`src/rtl/regs_wport_arb.sv`:
```
// Write-port arbiter for the 32x32 GPR file (x0 hard-wired zero).
// Three sources share one port. Execute writeback (ex) always wins. Delayed mem
// writeback is buffered in a small FIFO. A single debug write (dbg) outranks the
// FIFO once it has waited STARVE_MAX cycles.
// pend_o flags registers that still have a live write queued in the FIFO.
// Optional feature: define REGS_ARB_BYPASS_EN so that a mem write arriving on an
// idle port with an empty FIFO goes straight to the port (latency 0).
`timescale 1ns/1ps

module regs_wport_arb #(
  parameter int unsigned FIFO_DEPTH = 2,
  parameter int unsigned STARVE_MAX = 4
) (
  input  logic        clk,
  input  logic        rst_n,
  input  logic        ex_we_i,
  input  logic [4:0]  ex_waddr_i,
  input  logic [31:0] ex_wdata_i,
  input  logic        mem_valid_i,
  output logic        mem_ready_o,
  input  logic [4:0]  mem_waddr_i,
  input  logic [31:0] mem_wdata_i,
  input  logic        dbg_valid_i,
  output logic        dbg_ready_o,
  input  logic [4:0]  dbg_waddr_i,
  input  logic [31:0] dbg_wdata_i,
  output logic        we_o,
  output logic [4:0]  waddr_o,
  output logic [31:0] wdata_o,
  output logic [31:0] pend_o
);

  localparam int unsigned PtrW = $clog2(FIFO_DEPTH);
  localparam int unsigned CntW = $clog2(FIFO_DEPTH + 1);

  typedef enum logic [2:0] {GntNone, GntEx, GntDbg, GntMem, GntByp} gnt_e;

  logic [4:0]          fifo_addr_q [FIFO_DEPTH];
  logic [31:0]         fifo_data_q [FIFO_DEPTH];
  // Live = occupied and not cancelled by a younger ex write.
  logic [FIFO_DEPTH-1:0] live_q, live_d;
  logic [PtrW-1:0]     rd_ptr_q, rd_ptr_d, wr_ptr_q, wr_ptr_d;
  logic [CntW-1:0]     count_q, count_d;
  logic [3:0]          wait_q, wait_d;

  logic            ex_grant, dbg_req, wait_at_max, fifo_full, enq;
  logic            head_found;
  logic [PtrW-1:0] head_idx, slot, pslot;
  logic [CntW-1:0] skip, pops;
  gnt_e            gnt;

  assign ex_grant    = ex_we_i && (ex_waddr_i != 5'd0);
  assign dbg_req     = dbg_valid_i && (dbg_waddr_i != 5'd0);
  assign wait_at_max = (wait_q == 4'(STARVE_MAX));
  assign fifo_full   = (count_q == CntW'(FIFO_DEPTH));
  assign mem_ready_o = !fifo_full;

  // Find the first live entry from the head; cancelled entries ahead of it are skipped for free.
  always_comb begin
    skip       = '0;
    head_found = 1'b0;
    head_idx   = rd_ptr_q;
    slot       = '0;
    for (int i = 0; i < int'(FIFO_DEPTH); i++) begin
      slot = rd_ptr_q + PtrW'(i);
      if (!head_found && (i < int'(count_q))) begin
        if (live_q[slot]) begin
          head_found = 1'b1;
          head_idx   = slot;
        end else begin
          skip = skip + CntW'(1);
        end
      end
    end
  end

  // Priority grant: ex, starved dbg, (bypass), dbg on empty FIFO, FIFO head, dbg.
  always_comb begin
    gnt = GntNone;
    if (ex_grant) begin
      gnt = GntEx;
    end else if (dbg_req && wait_at_max) begin
      gnt = GntDbg;
`ifdef REGS_ARB_BYPASS_EN
    end else if ((count_q == '0) && mem_valid_i && (mem_waddr_i != 5'd0)) begin
      gnt = GntByp;
`endif
    end else if (dbg_req && !head_found) begin
      gnt = GntDbg;
    end else if (head_found) begin
      gnt = GntMem;
    end else if (dbg_req) begin
      gnt = GntDbg;
    end
  end

  // Port mux driven by the grant.
  always_comb begin
    we_o    = 1'b0;
    waddr_o = '0;
    wdata_o = '0;
    unique case (gnt)
      GntEx: begin
        we_o    = 1'b1;
        waddr_o = ex_waddr_i;
        wdata_o = ex_wdata_i;
      end
      GntDbg: begin
        we_o    = 1'b1;
        waddr_o = dbg_waddr_i;
        wdata_o = dbg_wdata_i;
      end
      GntMem: begin
        we_o    = 1'b1;
        waddr_o = fifo_addr_q[head_idx];
        wdata_o = fifo_data_q[head_idx];
      end
      GntByp: begin
        we_o    = 1'b1;
        waddr_o = mem_waddr_i;
        wdata_o = mem_wdata_i;
      end
      default: begin
        we_o = 1'b0;
      end
    endcase
  end

  // Debug handshake and starvation counter; x0 writes are acknowledged without using the port.
  always_comb begin
    dbg_ready_o = dbg_valid_i && ((dbg_waddr_i == 5'd0) || (gnt == GntDbg));
    wait_d      = wait_q;
    if (!dbg_valid_i || dbg_ready_o) begin
      wait_d = '0;
    end else if (!wait_at_max) begin
      wait_d = wait_q + 4'd1;
    end
  end

  // FIFO bookkeeping: skips plus an optional granted pop, cancellation, and enqueue.
  always_comb begin
    enq      = mem_valid_i && !fifo_full && (mem_waddr_i != 5'd0) && (gnt != GntByp);
    pops     = skip + CntW'(gnt == GntMem);
    rd_ptr_d = rd_ptr_q + PtrW'(pops);
    wr_ptr_d = wr_ptr_q + PtrW'(enq);
    count_d  = count_q - pops + CntW'(enq);
    live_d   = live_q;
    pslot    = '0;
    for (int i = 0; i < int'(FIFO_DEPTH); i++) begin
      if (ex_grant && (fifo_addr_q[i] == ex_waddr_i)) begin
        live_d[i] = 1'b0;
      end
    end
    for (int i = 0; i < int'(FIFO_DEPTH); i++) begin
      pslot = rd_ptr_q + PtrW'(i);
      if (i < int'(pops)) begin
        live_d[pslot] = 1'b0;
      end
    end
    // Slot under wr_ptr is free whenever enq is allowed, so a same-cycle ex match cannot hit it.
    if (enq) begin
      live_d[wr_ptr_q] = 1'b1;
    end
  end

  // Pending-write scoreboard from live entries.
  always_comb begin
    pend_o = '0;
    for (int i = 0; i < int'(FIFO_DEPTH); i++) begin
      if (live_q[i]) begin
        pend_o[fifo_addr_q[i]] = 1'b1;
      end
    end
    pend_o[0] = 1'b0;
  end

  // State registers.
  always_ff @(posedge clk or negedge rst_n) begin
    if (!rst_n) begin
      for (int i = 0; i < int'(FIFO_DEPTH); i++) begin
        fifo_addr_q[i] <= '0;
        fifo_data_q[i] <= '0;
      end
      live_q   <= '0;
      rd_ptr_q <= '0;
      wr_ptr_q <= '0;
      count_q  <= '0;
      wait_q   <= '0;
    end else begin
      if (enq) begin
        fifo_addr_q[wr_ptr_q] <= mem_waddr_i;
        fifo_data_q[wr_ptr_q] <= mem_wdata_i;
      end
      live_q   <= live_d;
      rd_ptr_q <= rd_ptr_d;
      wr_ptr_q <= wr_ptr_d;
      count_q  <= count_d;
      wait_q   <= wait_d;
    end
  end

endmodule

```
`config.mk`:
```
export PLATFORM = sky130hd
export DESIGN_NAME = regs_wport_arb
export DESIGN_NICKNAME = d
export VERILOG_FILES = /design/src/rtl/regs_wport_arb.sv
export SDC_FILE = /design/constraint.sdc
export NUM_CORES = 1
export LEC_CHECK = 0
export ABC_AREA = 1
export CAP_MARGIN = 25
export CORE_MARGIN = 2
export CORE_UTILIZATION = 40
export CTS_CLUSTER_SIZE = 30
export DETAILED_ROUTE_END_ITERATION = 8
export PLACE_DENSITY = 0.75
export SKIP_CTS_REPAIR_TIMING = 1
export SLEW_MARGIN = 5
export SYNTH_ARGS = -nofsm -noshare
export SYNTH_HDL_FRONTEND = slang
export SYNTH_SLANG_ARGS = --single-unit
```
`constraint.sdc`:
```
create_clock -name clk -period 5 [get_ports clk]
set_input_delay 0.75 -clock clk [delete_from_list [all_inputs] [get_ports clk]]
set_output_delay 0.75 -clock clk [all_outputs]
set_load 0.005 [all_outputs]
```
==> qor.yml <==
outcome: "completed"
wl_um: 16000
min_path_type: "primary input to asynchronous set/reset pin"
gp_congestion: 0.947
synthCells: 775
row_count: 42
max_freq_mhz: 250
wl_per_cell_um: 14.2
drv_cap: 0
yosys_warnings: 0
synth_top_area_share: 0.397
die_w_um: 119
cp-start-kind: "primary input"
fill_cells: 1192
clk_pin_slew_ns: 0.06
cts_root_buf: "clkbuf_16"
clock-sinks: 84
diodes: 0
synth_top_cell_by_area: "dfrtp_1"
grt_pass1_wl_um: 26200
drc: 0
dr.pass1.iters: 6
antenna_found_initial: 0
htree_levels: 3
area_delta_synth_final_pct: 41.8
worstPathMaxFanout: 38
synth_area_um2: 5290
synth_common_cells: "nand2_1 (286), o21ai_0 (107), nand3_1 (95), inv_1 (92), dfrtp_1 (84)"
cts_buffers: 9
tightest_slew_ns: 1.03
critical_path.cell_chain: "clkdlybuf4s50_1 -> nor3_2 -> nand2_1 -> nand2_2 -> inv_2 -> nor2_4 -> buf_4 -> nand3_1 -> nand3_1 -> clkdlybuf4s50_1"
synth.avg_cell_area_um2: 6.82
grt_use_total: 0.230
rr_worst_depth: 16
r2r-start: "wait_q[0]$_DFFE_PN0P_"
cp-end-kind: "output port"
cts_tree: "done"
required_ns: 4.25
critical_path_class: "primary input to output port"
finalSetupTns_ns: 0
seq_area_frac_synth: 0.397
period_needed_ns: 4.01
antenna_left: 0
grt_pass1_vias: 5457
ios: 188
power_density_nw_per_um2: 557
async_flop_share: 1.00
synth_edf_count: 0
fin_skew_ns: 0.00419
hold_viol: 0
maxSlewHeadroom: 0.310
final-setup-viol-count: 0
vias: 5646
synth-seq-cells: 84
ys_top_cells_by_area: "dfrtp_1 (40%), nand2_1 (20%), o21ai_0 (10%)"
nNetsFinal: 1067
ys.flop_type: "dfrtp_1"
die_y_um: 119
hpwl_um: 11400
core_region_area_um2: 13100
cts_buffer_depth: 2
ir_drop_mv: 0.262
slew_violations: 0
start_util: 0.404
cp.arrival_ns: 3.26
rsz0062_at_grt: "no"
fin_crit_sh: 0.802
routed_via_density: 5.02
cpMaxStageDelayCell: "clkdlybuf4s50_1"
grt_overflow: 0
yosysMostFrequentCell: "nand2_1"
p_leak_nw: 3.40
io_buffers: 186
grt_start_max_net_pins: 52
final_cells: 1124
max_stage_delay_ns: 0.51
dp_cells: 1106
startpoint: "ex_waddr_i[2]"
syn-num-nets: 899
drive_gt1_frac: 0.0464
worstSkewPairLatency_ns: 0.33
yosysUniqueCellTypes: 24
die-area_um2: 14200
drt-initial-drc-count: 464
## cells in the final DEF (no fill, tap or decap), types with 8 or more instances in the layout
| master | instances |
|---|---|
| inv_1 | 92 |
| nor2_1 | 10 |
| nor3_1 | 16 |
| nand2_2 | 8 |
| dfrtp_1 | 84 |
| clkdlybuf4s50_1 | 185 |
| nand3_1 | 95 |
| clkbuf_16 | 9 |
| nand2_1 | 286 |
| o21ai_0 | 107 |
| xor2_1 | 8 |
## state kept, by name (all words and copies together), names as in the netlist
name and cells:
count_q 2, fifo_addr_q 10, fifo_data_q 64, live_q 2, rd_ptr_q 1, wait_q 4, wr_ptr_q 1
## metal layers
metal / up-vias / routed length (um) / global-route usage
met5: - / 0 / 0
met1: 2573 / 6660 / 0.274
li1: 2788 / - / -
met2: 254 / 7760 / 0.399
met3: 31 / 1180 / 0.0474
met4: 0 / 393 / 0.104
## path summary, 6_finish.rpt
kind	slack (ns)	end
max in group asynchronous	4.01	fifo_addr_q[8]$_DFFE_PN0P_
hold reg to reg	0.51	count_q[0]$_DFF_PN0_
setup reg to reg	2.37	count_q[1]$_DFF_PN0_
min in group clk	0.51	count_q[0]$_DFF_PN0_
hold / removal	0.38	fifo_data_q[20]$_DFFE_PN0P_
setup / recovery	0.99	wdata_o[3]
## cell type report
type	count	area (um^2)	share of cell area
clock inverters	4	32.5	0.00434
well taps	176	220	0.0294
clock buffers	12	256	0.0342
flip-flops and latches	84	2100	0.280
inverters	97	364	0.0485
repair buffers	194	1940	0.258
multi-input cells	557	2590	0.345
## where the power goes
group / switching [W] / total (W) / leakage [nW] / internal [W]
sequential: 0.000176 / 0.00118 / 1.04 / 0.00101
combinational: 0.00138 / 0.00236 / 2.23 / 0.000973
clock: 0.000271 / 0.000637 / 0.135 / 0.000367
## metrics by stage
stage	util	hold WS [ns]	worst slack (ns)	instance area, um^2	power [W]
2_1_floorplan	-	0.454	2.41	5290	0.00267
3_3_place_gp	0.548	0.489	1.07	7170	0.00349
3_5_place_dp	0.550	0.495	1.00	7200	0.00353
4_1_cts	0.572	0.390	0.996	7490	0.00418
5_1_grt	0.573	0.413	0.785	7500	0.00456
6_report	0.573	0.379	0.992	7500	0.00418
## critical path: cells and delay by family
family                 cells  cell delay, ns
buffers and inverters      4            1.64
and+or+nand+nor            6            0.85
## kinds of logic (layout without fill, tap and decap cells)
kind of cell	after synthesis	count (layout)	share of synthesized area
buffers and inverters	134	307	0.114
AO/OA/AOI/OAI	110	110	0.106
AND/OR/NAND/NOR	425	425	0.342
XOR/XNOR	13	13	0.0215
flip-flops	84	84	0.397
adder cells (fa/ha/maj)	8	8	0.0189
other	1	1	0.000709
No activity file was read; power rests on OpenSTA's default activity.
